--- config.mk ---
export PLATFORM = sky130hd
export DESIGN_NAME = hazard_swap_sequencer
export DESIGN_NICKNAME = d
export VERILOG_FILES = /design/src/rtl/pipe_pkg.sv /design/src/rtl/hazard_detect.sv /design/src/rtl/hazard_swap_sequencer.sv
export SDC_FILE = /design/constraint.sdc
export NUM_CORES = 1
export LEC_CHECK = 0
export CAP_MARGIN = 10
export CORE_MARGIN = 3
export CORE_UTILIZATION = 40
export DETAILED_ROUTE_END_ITERATION = 12
export HOLD_SLACK_MARGIN = 0.02
export PLACE_DENSITY = 0.82
export SLEW_MARGIN = 20
export SYNTH_ARGS = -nofsm -noshare
export SYNTH_HDL_FRONTEND = slang
export SYNTH_SLANG_ARGS = --single-unit
--- constraint.sdc ---
create_clock -name clk -period 3.4 [get_ports clk]
set_clock_uncertainty 0.1 [all_clocks]
set_input_delay 0.68 -clock clk [delete_from_list [all_inputs] [get_ports clk]]
set_output_delay 0.68 -clock clk [all_outputs]
set_load 0.1 [all_outputs]
--- src/rtl/pipe_pkg.sv ---
// Shared pipeline constants for the ID-stage sequencer: SWP opcode,
// swap-phase select codes, exec_cmd overrides and the sequencer state type.
package pipe_pkg;

    localparam logic [5:0] SWP_OPCODE   = 6'b111111;

    localparam logic [1:0] SWP_SEL_NONE = 2'b00;
    localparam logic [1:0] SWP_SEL_P1   = 2'b01;
    localparam logic [1:0] SWP_SEL_P2   = 2'b10;

    localparam logic [3:0] EXEC_SWP_P1  = 4'b1100;
    localparam logic [3:0] EXEC_SWP_P2  = 4'b1101;

    typedef enum logic {
        IDLE = 1'b0,
        SWP2 = 1'b1
    } seq_state_t;

endpackage

--- src/rtl/hazard_detect.sv ---
// Purely combinational RAW hazard detection of the ID-stage sources against
// the EXE and MEM destinations. Kept separate so the forwarding unit can reuse it.
module hazard_detect #(
    parameter int REG_AW = 5
) (
    input  logic              id_valid,
    input  logic [REG_AW-1:0] id_src1,
    input  logic [REG_AW-1:0] id_src2,
    input  logic              id_single_src,
    input  logic [REG_AW-1:0] exe_dest,
    input  logic              exe_wb_en,
    input  logic              exe_mem_r_en,
    input  logic [REG_AW-1:0] mem_dest,
    input  logic              mem_wb_en,
    input  logic              fwd_en,
    output logic              hazard
);

    // Register 0 is hard-wired, so it never creates a dependency.
    function automatic logic hit(input logic [REG_AW-1:0] d, input logic en);
        return en && (d != '0) &&
               ((d == id_src1) || (!id_single_src && (d == id_src2)));
    endfunction

    logic exe_hit;
    logic mem_hit;

    // With forwarding only a load in EXE still has to stall; otherwise any
    // pending write in EXE or MEM does.
    always_comb begin
        exe_hit = hit(exe_dest, exe_wb_en);
        mem_hit = hit(mem_dest, mem_wb_en);
        if (fwd_en) begin
            hazard = id_valid && exe_hit && exe_mem_r_en;
        end else begin
            hazard = id_valid && (exe_hit || mem_hit);
        end
    end

endmodule

--- src/rtl/hazard_swap_sequencer.sv ---
// ID-stage sequencer beside the control unit: stalls on RAW hazards, sequences
// the two-phase SWP instruction, applies taken-branch flush, counts stall cycles.
module hazard_swap_sequencer
    import pipe_pkg::*;
#(
    parameter int               REG_AW     = 5,
    parameter int               OPC_W      = 6,
    parameter logic [OPC_W-1:0] SWP_OPCODE = pipe_pkg::SWP_OPCODE,
    parameter int               CNT_W      = 16
) (
    input  logic              clk,
    input  logic              rst,
    input  logic              id_valid,
    input  logic [OPC_W-1:0]  id_opcode,
    input  logic [REG_AW-1:0] id_src1,
    input  logic [REG_AW-1:0] id_src2,
    input  logic              id_single_src,
    input  logic [REG_AW-1:0] exe_dest,
    input  logic              exe_wb_en,
    input  logic              exe_mem_r_en,
    input  logic [REG_AW-1:0] mem_dest,
    input  logic              mem_wb_en,
    input  logic              fwd_en,
    input  logic              branch_taken,
    output logic              freeze,
    output logic              bubble,
    output logic              flush,
    output logic [1:0]        swp_sel,
    output logic              cmd_ovr,
    output logic [3:0]        exec_cmd_ovr,
    output logic [CNT_W-1:0]  stall_count
);

    seq_state_t       state_q, state_d;
    logic [CNT_W-1:0] stall_count_q;

    logic       hazard;
    logic       freeze_c, bubble_c, flush_c, cmd_ovr_c;
    logic [1:0] swp_sel_c;
    logic [3:0] exec_cmd_c;

    hazard_detect #(
        .REG_AW (REG_AW)
    ) u_hazard_detect (
        .id_valid      (id_valid),
        .id_src1       (id_src1),
        .id_src2       (id_src2),
        .id_single_src (id_single_src),
        .exe_dest      (exe_dest),
        .exe_wb_en     (exe_wb_en),
        .exe_mem_r_en  (exe_mem_r_en),
        .mem_dest      (mem_dest),
        .mem_wb_en     (mem_wb_en),
        .fwd_en        (fwd_en),
        .hazard        (hazard)
    );

    // Next-state and output decode; priority is branch, then hazard, then SWP.
    // Phase 2 does not re-check hazards because its operands were latched in phase 1.
    always_comb begin
        state_d    = state_q;
        freeze_c   = 1'b0;
        bubble_c   = 1'b0;
        flush_c    = 1'b0;
        cmd_ovr_c  = 1'b0;
        swp_sel_c  = SWP_SEL_NONE;
        exec_cmd_c = 4'b0000;
        if (state_q == SWP2) begin
            state_d = IDLE;
            if (branch_taken) begin
                flush_c  = 1'b1;
                bubble_c = 1'b1;
            end else begin
                swp_sel_c  = SWP_SEL_P2;
                cmd_ovr_c  = 1'b1;
                exec_cmd_c = EXEC_SWP_P2;
            end
        end else begin
            if (branch_taken) begin
                flush_c  = 1'b1;
                bubble_c = 1'b1;
            end else if (hazard) begin
                freeze_c = 1'b1;
                bubble_c = 1'b1;
            end else if (id_valid && (id_opcode == SWP_OPCODE)) begin
                freeze_c   = 1'b1;
                swp_sel_c  = SWP_SEL_P1;
                cmd_ovr_c  = 1'b1;
                exec_cmd_c = EXEC_SWP_P1;
                state_d    = SWP2;
            end
        end
    end

    // Sequencer state register; reset aborts any SWP in flight.
    always_ff @(posedge clk or posedge rst) begin
        if (rst) begin
            state_q <= IDLE;
        end else begin
            state_q <= state_d;
        end
    end

    // Stall performance counter, one count per bubble cycle, free-running wrap.
    always_ff @(posedge clk or posedge rst) begin
        if (rst) begin
            stall_count_q <= '0;
        end else if (bubble_c) begin
            stall_count_q <= stall_count_q + 1'b1;
        end
    end

    // Outputs are forced low for as long as reset is held.
    always_comb begin
        freeze       = freeze_c  && !rst;
        bubble       = bubble_c  && !rst;
        flush        = flush_c   && !rst;
        cmd_ovr      = cmd_ovr_c && !rst;
        swp_sel      = rst ? SWP_SEL_NONE : swp_sel_c;
        exec_cmd_ovr = rst ? 4'b0000 : exec_cmd_c;
        stall_count  = stall_count_q;
    end

endmodule
==> metrics.md <==
| Metric | Value |
|---|---|
| CTS root buf | clkbuf_4 |
| H-tree depth | 1 |
| Routed len/inst | 15.04 um |
| LEAKAGE | 0.0009326 uW |
| Post-route cell area | 2049 sq um |
| Drt total wl | 3.429 mm |
| Reg2reg start | stall_count[0] |
| Tcrit/Tclk final | 0.9878 |
| GR Overflow Total | 0 |
| Cts bufs inserted | 3 |
| Synthesis-stage register bit count | 17 |
| Top post-synthesis cells by area | dfrtp_1 36%, xnor2_1 23%, and3_1 5.8% |
| Clk sinks | 17 |
| Fraction of layout cells with a size suffix above 1 | 0.2995 |
| Crit-path max FO | 3 |
| CP Launch Type | input port |
| Ys flop type | dfrtp_1 |
| Async S/R FF share, synth | 1.000 |
| Area grow syn2layout | 72.42% |
| CP required | 2.62 ns |
| Fmax | 297.8 MHz |
| Clk_lat worst skew | 0.30 ns |
| Count leader, synth | xnor2_1 |
| First drt pass iteration count | 4 |
| 1st-iter DRT viols | 35 |
| Top post-synthesis cells by count | 31 x xnor2_1, 17 x dfrtp_1, 11 x and3_1, 11 x nand2_1, 6 x nand4_1 |
| Hold_sp | stall_count[14] |
| Sequential cell area fraction in the yosys report | 0.3579 |
| Type of the worst min-delay path | reg -> reg |
| Worst path cell trace | dlygate4sd2_1 > or4_1 > o221a_2 > nand2_1 > o22ai_2 > nand2b_4 > a211oi_4 > buf_6 > buf_12 |
| Worst r2r dst | stall_count[10] |
| Final net count | 234 |
| Syn Nets | 158 |
| Routed Antenna Nets | 0 |
| Die Ht | 60.51 um |
| WS Path Type | in -> out |
| Clock-pin slew on the worst setup and hold paths | 0.11 ns |
| Final setup viols | 0 |
| Unrepaired setup endpoints after global routing | no |
| Cell count of the worst reg-to-reg path | 7 |
| # fillers | 219 |
| CP max stage cell | or4_1 |
| Final Hold Vio Count | 0 |
| Worst IR Drop VDD | 0.6176 mV |
| Vias per std cell | 5.145 |
| Syn Inst Count | 122 |
| Via count | 1173 |
| Core area | 2805 sq um |
| Starting Density | 0.4237 |
| CP endpoint | exec_cmd_ovr[2] |
| Worst path top cell family by delay | simple AND/OR/NAND/NOR gates |
| Critical Path Sink Type | primary output |
| Hold Buf Count CTS | 0 |
| Total power | 951.0 uW |
| Final Slew Violations | 0 |
| Origin of the worst setup path | exe_dest[0] |
| Vias in the first global route | 1179 |
| CP Depth | 9 |
| # IOs | 61 |
| DIE AREA | 3661 sq um |
| Yosys cell types | 31 |
| Die X | 60.51 um |
| Longest Clk Path Bufs | 2 |
| Worst Path Buf+Inv | 3 |
| Cell Area, Placed | 1991 sq um |
| Hold Slack | 0.3993 ns |
| CTS tree | yes |
| Total global-route track usage | 0.1853 |
| Placer Congestion | 0.8701 |
| Global-route wire length before repair | 5.092 mm |
| Status | completed |
| Worst Path Arrival | 2.58 ns |
| Number of enable flip-flop cells after synthesis | 0 |
| Yosys top cell area share | 0.3579 |
| DRC violations left | 0 |
| Min Tclk post-route | 3.358 ns |
| R2r setup slk | 1.53 ns |
| HPWL after DPL | 2.764 mm |
| Max-Cap Viols | 0 |
| Synth area leader | dfrtp_1 |
| Reg area | 425.4 sq um |
| Syn Area/Cell | 9.743 sq um |
| Synth Warn # | 0 |
| CP max stage delay | 0.46 ns |
| Power per cell area | 464.0 nW/um^2 |
| Initial antenna violation count | 0 |
| Multi-input gate area | 757.0 sq um |
| Post-Syn Area | 1189 sq um |
| Port Buf Inserts | 59 |
| Largest net degree at the start of global routing | 18 |
| # diodes | 0 |
| Row count | 19 |
metrics by stage:
| step | TNS (ns) | utilization | setup slack (ns) | std cells |
|---|---|---|---|---|
| final | 0 | 0.7306 | 0.04159 | 228 |
| after floorplan | -1.139 | - | -0.5535 | 122 |
| after global routing | 0 | 0.7306 | 0.003966 | 228 |
| after detailed placement | -0.7515 | 0.7096 | -0.1761 | 222 |
| after CTS | 0 | 0.7235 | 0.02667 | 227 |
| after global placement | -0.5706 | 0.7096 | -0.1417 | 222 |
how the worst min path moves through the flow:
stage	to	slack [ns]	cells past startpoint
detailed placement	stall_count[14]	0.38	1
global route	stall_count[14]	0.42	1
floorplan	state_q	0.47	1
CTS	stall_count[14]	0.40	1
finish	stall_count[14]	0.40	1
global placement	stall_count[15]	0.37	1
state kept, by name (all words and copies together), names as in the netlist:
signal / cells
state_q: 1
stall_count: 16
repair_timing:
item                                    in CTS  in global routing
endpoints found under the setup margin       6                  4
buffers inserted                             1                  1
pin swaps                                    6                  2
resized for setup                           11                  5
cell usage in the layout, fill, tap and decap left out, drive strengths merged:
master	Yosys	final
xnor2	31	31
o221ai	1	1
ha	1	1
buf	5	43
nor2b	1	1
clkinv	0	1
nand2	12	12
clkdlybuf4s50	0	22
dfrtp	17	17
o221a	1	1
o32a	2	2
nor4	2	2
nor2	3	3
o22ai	1	1
inv	4	4
nand3	6	6
dlymetal6s2s	0	5
nor3	2	2
a211oi	1	1
o311a	1	1
xor2	4	4
or3	1	1
clkdlybuf4s15	0	2
and3	11	11
conb	1	1
and2	3	3
dlygate4sd2	0	5
or4	1	1
clkbuf	1	3
nand4	7	7
nand2b	1	1
mux2	1	1
worst register-to-register path, delay by kind of cell (launching register included):
family / cells / cell delay [ns]
XOR/XNOR: 1 / 0.13
adder cells (fa/ha/maj): 1 / 0.22
flip-flops: 1 / 0.44
AND/OR/NAND/NOR: 5 / 0.87
area by class of cell:
class                           instances  share of cell area
Timing Repair Buffer                   77              0.3834
Multi-Input combinational cell         95              0.3694
Sequential cell                        17              0.2076
Tap cell                               31             0.01893
Clock buffer                            3             0.01099
Inverter                                4            0.007326
Clock inverter                          1            0.002442
power by group:
part	internal [uW]	switching, uW	total, uW
Clock	43.8	66.4	110
Combinational	160	396	556
Sequential	242	42.2	284
Total	446	505	951
routing by layer:
metal  up-vias  global-route usage  wire (um)
li1        569                   -          -
met4         0             0.07121         36
met5         -                   0          0
met3         6             0.04255        316
met2        51              0.3457       1712
met1       547              0.2026       1364
cell families (layout without fill, tap and decap cells):
kind of cell | Yosys count | in the layout | share of synthesized area
muxes | 1 | 1 | 0.009473
and+or+nand+nor | 50 | 50 | 0.2421
DFF | 17 | 17 | 0.3579
other | 1 | 1 | 0.003155
adders and majority gates | 1 | 1 | 0.01052
buffers and inverters | 10 | 85 | 0.05052
AOI/OAI and AO/OA | 7 | 7 | 0.06843
xor gates and xnor gates | 35 | 35 | 0.2579
No activity file was read; power rests on OpenSTA's default activity.
